### src/rtl/id_queue_stage.sv
// id_queue_stage: instruction-decode stage for the MIPS pipeline.
// Fetched instructions are buffered in a small FIFO. The head entry is decoded
// combinationally and captured in a registered ID/EX output. The stage supports
// a load-use bubble and a mispredict flush.
module id_queue_stage #(
    parameter int DEPTH = 4,
    parameter int CNT_W = $clog2(DEPTH + 1)
) (
    input  logic             clk,
    input  logic             rst_n,
    input  logic             if_valid,
    output logic             if_ready,
    input  logic [31:0]      if_inst,
    input  logic [31:0]      if_pc,
    input  logic             if_branch_taken,
    input  logic             flush,
    input  logic             hazard_stall,
    input  logic             ex_ready,
    output logic             id_valid,
    output logic [5:0]       id_opcode,
    output logic [5:0]       id_alu_op,
    output logic [4:0]       id_rs,
    output logic [4:0]       id_rt,
    output logic [4:0]       id_rf_dest,
    output logic [31:0]      id_imm,
    output logic [31:0]      id_pc,
    output logic [31:0]      id_branch_pc,
    output logic [31:0]      id_next_pc,
    output logic             id_force_jump,
    output logic             id_is_jr,
    output logic             id_branch_taken,
    output logic [CNT_W-1:0] count
);

    localparam int PTR_W = (DEPTH > 1) ? $clog2(DEPTH) : 1;
    localparam logic [CNT_W-1:0] FULL = CNT_W'(DEPTH);

    // Sign-extend a 16-bit immediate.
    function automatic logic signed [31:0] sext16(input logic [15:0] imm);
        logic signed [15:0] imm_s;
        imm_s = imm;
        return imm_s;
    endfunction

    // Immediate extension: logical ops zero-extend, lui shifts up, rest sign-extend.
    function automatic logic [31:0] ext_imm(input logic [5:0] op, input logic [15:0] imm);
        case (op)
            6'h0C, 6'h0D, 6'h0E: ext_imm = {16'h0000, imm};
            6'h0F:               ext_imm = {imm, 16'h0000};
            default:             ext_imm = unsigned'(sext16(imm));
        endcase
    endfunction

    logic [31:0]      inst_mem [DEPTH];
    logic [31:0]      pc_mem   [DEPTH];
    logic             bt_mem   [DEPTH];
    logic [PTR_W-1:0] wr_ptr;
    logic [PTR_W-1:0] rd_ptr;

    logic push;
    logic load_en;

    assign if_ready = (count != FULL);
    assign push     = if_valid && if_ready && !flush;
    assign load_en  = (!id_valid || ex_ready) && (count != '0) && !hazard_stall && !flush;

    // Head-of-queue fields (decode stage p0)
    logic [5:0]         op_p0;
    logic [5:0]         fn_p0;
    logic [4:0]         rs_p0;
    logic [4:0]         rt_p0;
    logic [4:0]         rd_p0;
    logic [15:0]        imm16_p0;
    logic [25:0]        tgt_p0;
    logic [31:0]        pc_p0;
    logic               bt_p0;
    logic [5:0]         alu_op_p0;
    logic [4:0]         dest_p0;
    logic [31:0]        imm_p0;
    logic signed [31:0] off_p0;
    logic [31:0]        branch_pc_p0;
    logic [31:0]        next_pc_p0;
    logic               is_jr_p0;
    logic               force_jump_p0;

    assign op_p0    = inst_mem[rd_ptr][31:26];
    assign rs_p0    = inst_mem[rd_ptr][25:21];
    assign rt_p0    = inst_mem[rd_ptr][20:16];
    assign rd_p0    = inst_mem[rd_ptr][15:11];
    assign fn_p0    = inst_mem[rd_ptr][5:0];
    assign imm16_p0 = inst_mem[rd_ptr][15:0];
    assign tgt_p0   = inst_mem[rd_ptr][25:0];
    assign pc_p0    = pc_mem[rd_ptr];
    assign bt_p0    = bt_mem[rd_ptr];

    // Store accepted fetch entries; storage needs no reset since pointers gate it.
    always_ff @(posedge clk) begin
        if (push) begin
            inst_mem[wr_ptr] <= if_inst;
            pc_mem[wr_ptr]   <= if_pc;
            bt_mem[wr_ptr]   <= if_branch_taken;
        end
    end

    // Queue pointers and occupancy; flush empties the queue outright.
    always_ff @(posedge clk or negedge rst_n) begin
        if (!rst_n) begin
            wr_ptr <= '0;
            rd_ptr <= '0;
            count  <= '0;
        end else if (flush) begin
            wr_ptr <= '0;
            rd_ptr <= '0;
            count  <= '0;
        end else begin
            if (push)
                wr_ptr <= wr_ptr + PTR_W'(1);
            if (load_en)
                rd_ptr <= rd_ptr + PTR_W'(1);
            case ({push, load_en})
                2'b10:   count <= count + CNT_W'(1);
                2'b01:   count <= count - CNT_W'(1);
                default: count <= count;
            endcase
        end
    end

    // Combinational decode of the queue head.
    always_comb begin
        alu_op_p0     = (op_p0 == 6'h00) ? fn_p0 : op_p0;
        dest_p0       = rt_p0;
        if (op_p0 == 6'h00)
            dest_p0 = rd_p0;
        else if (op_p0 == 6'h03)
            dest_p0 = 5'd31;
        imm_p0        = ext_imm(op_p0, imm16_p0);
        off_p0        = sext16(imm16_p0) <<< 2;
        branch_pc_p0  = pc_p0 + 32'd4 + unsigned'(off_p0);
        next_pc_p0    = pc_p0 + 32'd4;
        if (op_p0 == 6'h02 || op_p0 == 6'h03)
            next_pc_p0 = {pc_p0[31:28], tgt_p0, 2'b00};
        is_jr_p0      = (op_p0 == 6'h00) && (fn_p0 == 6'h08);
        force_jump_p0 = is_jr_p0 || (op_p0 == 6'h02) || (op_p0 == 6'h03);
    end

    // ID/EX register (stage p1): load on issue, bubble when EX is free but nothing issues.
    always_ff @(posedge clk or negedge rst_n) begin
        if (!rst_n) begin
            id_valid        <= 1'b0;
            id_opcode       <= '0;
            id_alu_op       <= '0;
            id_rs           <= '0;
            id_rt           <= '0;
            id_rf_dest      <= '0;
            id_imm          <= '0;
            id_pc           <= '0;
            id_branch_pc    <= '0;
            id_next_pc      <= '0;
            id_force_jump   <= 1'b0;
            id_is_jr        <= 1'b0;
            id_branch_taken <= 1'b0;
        end else if (flush) begin
            id_valid <= 1'b0;
        end else if (load_en) begin
            id_valid        <= 1'b1;
            id_opcode       <= op_p0;
            id_alu_op       <= alu_op_p0;
            id_rs           <= rs_p0;
            id_rt           <= rt_p0;
            id_rf_dest      <= dest_p0;
            id_imm          <= imm_p0;
            id_pc           <= pc_p0;
            id_branch_pc    <= branch_pc_p0;
            id_next_pc      <= next_pc_p0;
            id_force_jump   <= force_jump_p0;
            id_is_jr        <= is_jr_p0;
            id_branch_taken <= bt_p0;
        end else if (!id_valid || ex_ready) begin
            id_valid <= 1'b0;
        end
    end

endmodule

### config.mk
export PLATFORM = sky130hd
export DESIGN_NAME = id_queue_stage
export DESIGN_NICKNAME = d
export VERILOG_FILES = /design/src/rtl/id_queue_stage.sv
export SDC_FILE = /design/constraint.sdc
export NUM_CORES = 1
export LEC_CHECK = 0
export BUFFER_PORTS_ARGS = -buffer_cell sky130_fd_sc_hd__buf_4
export CAP_MARGIN = 40
export CORE_MARGIN = 4
export CORE_UTILIZATION = 33
export DETAILED_ROUTE_END_ITERATION = 12
export GPL_TIMING_DRIVEN = 0
export PLACE_DENSITY = 0.57
export SLEW_MARGIN = 20
export SYNTH_ARGS = -nofsm -noshare
export SYNTH_HDL_FRONTEND = slang
export SYNTH_SLANG_ARGS = --single-unit
### constraint.sdc
create_clock -name clk -period 6.4 [get_ports clk]
set_clock_uncertainty 0.2 [all_clocks]
set_input_delay 0.32 -clock clk [delete_from_list [all_inputs] [get_ports clk]]
set_output_delay 0.32 -clock clk [all_outputs]
set_load 0.005 [all_outputs]
==> results.md <==
* Outcome: completed
* Most frequent cells in the layout: 271 x nand2_1, 260 x edfxtp_1, 237 x buf_4
* Synth warnings at 0
* DR vias at roughly 12000
* Row cnt at 85
* Net count after synthesis at between 1000 and 1500
* First-iteration detailed-routing DRC count at ~870
* Switch Pwr at 3.541 mW
* Slowest cell on the critical path: a311oi_1
* Num CTS Buffers at 46
* RSZ-0062 raised after global routing: no
* Switching part of the total at 34.69%
* Final antenna-violating net count at 0
* Share of post-route cells with drive strength above 1 at around a quarter
* Ys flop type: edfxtp_1
* CTS tree: yes
* CTS H-Tree Depth at 2
* Max_slew headroom at a little over two fifths
* P per Cell Area at about 440 nW/um^2
* Core ar. at about 54000 um^2
* Setup TNS at 0 ns
* First-pass GRT wire length at 81860 um
* Capture point of the worst reg-to-reg path: id_branch_pc[26]
* Design Power at just over 10 mW
* DRT Pass-1 Iters at 5
* DP HPWL at about 40000 um
* Critical Path RT at about 6.6 ns
* Reg2Reg Depth at 15
* Comb pwr share at approximately 36%
* Clock Pin Slew Worst Setup and Hold Paths at ~0.06 ns
* Clk buf depth at 3
* Setup WS pre-CTS at 1.007 ns
* Top delay family on crit path: buffers and inverters
* Worst-skew pair later-pin latency at about 0.58 ns
* Post-Syn Area at roughly 18000 um^2
* Slew Limit Fails at 0
* GRT Total Usage at a little under a fifth
* Layout Nets at 1751
* Post-synth EDFFs at 260
* Vias in the first global route at around 12000
* Worst setup SP type: flip-flop
* Starting density of the core at between 30% and 40%
* Largest net degree at the start of global routing at 90
* PortBufs at roughly 230
* Residual DRC at 0
* Area growth syn-to-layout at 27.88%
* Clock group share of total power at between 20% and 30%
* WL/cell at about 23 um
* Die X at between 200 and 250 um
* Via/cell ratio at between 5 and 6
* Fmax at roughly 180 MHz
* Worst EP arrival at 5.64 ns
* WHS at between 0.1 and 0.15 ns
* Peak VDD IR at a little under 0.2 mV
* Flop pwr share at 38.4%
* Max-cap violations at 0
* Hold Path Class: in -> async
* DRT Wirelength at around 55000 um
* Buffers plus inverters on the worst setup path at 4
* Initial antenna violation count at 4
* Design internal power at about 6.7 mW
* I/O Pins at roughly 230
* Most common cell after layout, fill and taps aside: nand2_1
* Die area at 58340 um^2
* Fin crit share at a little over four fifths
* Tmin final at 5.412 ns
* Hold Fails Final Rpt at 0
* Reg2Reg Launch Point: rd_ptr[1]
* Leak at 9.326 nW
* Worst-path cell chain: buf_2, buf_4, buf_2, buf_2, mux4_2, ha_1, fa_1, a21o_1, and4_1, nor4_1, nor3_1, a41o_1, a311oi_1, xnor2_1, o21ai_0
* Setup Fix Bufs, Post-CTS at 0
* CTS sink count at 424
* Max incr delay on CP at roughly 0.50 ns
* Worst-margin pin slew at a little under 0.9 ns
* Post-synthesis async set-or-reset flop share at 38.68%
* R2R setup slack at approximately 0.99 ns
* Synth Register Bits at approximately 420
* CP Class: reg -> reg
* CP most frequent cell: buf_2
* Die Y at 241.5 um
* CTS Root Cell: clkbuf_16
* Final setup margin at approximately 0.99 ns
* Final RePlAce weighted congestion at around 0.86
* Post-synthesis average cell area at ~14 um^2
* Synth Instances at 1279
* Yosys cell types at between 60 and 70
* Global route total overflow at 0
* CP Capture Type: flip-flop
* Final setup fails at 0
* Maximum fanout along the worst path at 10
* Sequential area share after synthesis at between 60% and 70%
[flip-flops by register name, indices dropped and copies added (netlist names), 2 cells and up]
signal / cells
id_rt: 5
id_pc: 32
count: 3
pc_mem: 128
id_branch_pc: 30
id_alu_op: 6
id_opcode: 6
id_rs: 5
wr_ptr: 2
bt_mem: 4
inst_mem: 128
id_imm: 32
id_rf_dest: 5
rd_ptr: 2
id_next_pc: 32
[Yosys cell counts (all sizes together) (25+ instances only)]
cell type / n / area [um^2]
nor2: 46 / 180.2
nand2: 272 / 1023
ha: 40 / 500.5
xnor2: 36 / 315.3
xor2: 27 / 236.5
edfxtp: 260 / 7807
buf: 25 / 166.4
clkbuf: 33 / 123.9
o21ai: 66 / 330.3
mux4: 65 / 1464
a21oi: 47 / 235.2
dfrtp: 164 / 4104
[routing by layer]
layer | vias up | part of all wire [%] | GRT usage [%]
li1 | 5466 | - | -
met1 | 6112 | 44 | 25.68
met2 | 391 | 47 | 29.69
met4 | 6 | 3.0 | 6.095
met5 | - | 0.24 | 1.225
met3 | 86 | 6.1 | 3.678
[cells by family (layout without fill, tap and decap cells)]
| family | Yosys count | count (layout) | synth area share (%) |
|---|---|---|---|
| multiplexers | 80 | 80 | 8.975 |
| AO/OA/AOI/OAI | 210 | 210 | 7.571 |
| buffers and inverters | 69 | 466 | 1.842 |
| flip-flops | 424 | 424 | 66.18 |
| other | 0 | 2 | 0 |
| XOR/XNOR | 63 | 63 | 3.066 |
| AND/OR/NAND/NOR | 391 | 391 | 9.358 |
| adder cells (fa/ha/maj) | 42 | 42 | 3.003 |
[worst register-to-register path, cell delays in order, from the launching register on]
cell and delay (ns):
dfrtp_1 0.37, buf_2 0.30, buf_4 0.30, buf_2 0.32
buf_2 0.35, mux4_2 0.49, ha_1 0.28, fa_1 0.42
a21o_1 0.19, and4_1 0.21, nor4_1 0.47, nor3_1 0.22
a41o_1 0.34, a311oi_1 0.50, xnor2_1 0.19, o21ai_0 0.11
[repair_timing]
item,in CTS,in global routing
gates resized for setup,0,0
hold endpoints to repair,351,0
hold buffers,69,0
[metrics by stage]
step	instances	utilization [%]	cell area, um^2
global route	2374	42.68	23010
floorplan	1279	-	18000
global placement	2208	38.24	20620
finish	2374	42.68	23010
CTS	2372	42.67	23010
detailed placement	2217	38.59	20810
[area by class of cell]
cell class / instances / area (um^2)
diodes: 2 / 5.005
plain buffers: 58 / 290.3
clock buffers: 65 / 1314
clock inverters: 21 / 197.7
fillers: 4976 / 30910
inverters: 11 / 41.29
multi-input cells: 786 / 5764
flip-flops and latches: 424 / 11910
well taps: 696 / 870.8
repair buffers: 311 / 2620
[worst max-delay path by stage]
| stage | startpoint | end | slack [ns] | depth (start not counted) |
|---|---|---|---|---|
| 2_1_floorplan | rd_ptr[0] | id_branch_pc[30] | 1.96 | 16 |
| 3_3_place_gp | rd_ptr[1] | id_branch_pc[30] | 1.05 | 15 |
| 3_5_place_dp | rd_ptr[1] | id_branch_pc[30] | 1.01 | 15 |
| 4_1_cts | rd_ptr[1] | id_branch_pc[30] | 0.95 | 15 |
| 5_1_grt | rd_ptr[0] | id_branch_pc[30] | 0.67 | 16 |
| 6_report | rd_ptr[1] | id_branch_pc[26] | 0.99 | 15 |
[power groups by stage]
stage	registers (mW)	logic (mW)	clock network, mW
finish	3.92	3.64	2.65
global route	3.98	3.99	2.82
CTS	3.93	3.67	2.71
detailed placement	3.98	3.62	0
global placement	3.97	3.55	0
floorplan	3.85	1.92	0
No activity file was read; power rests on OpenSTA's default activity.
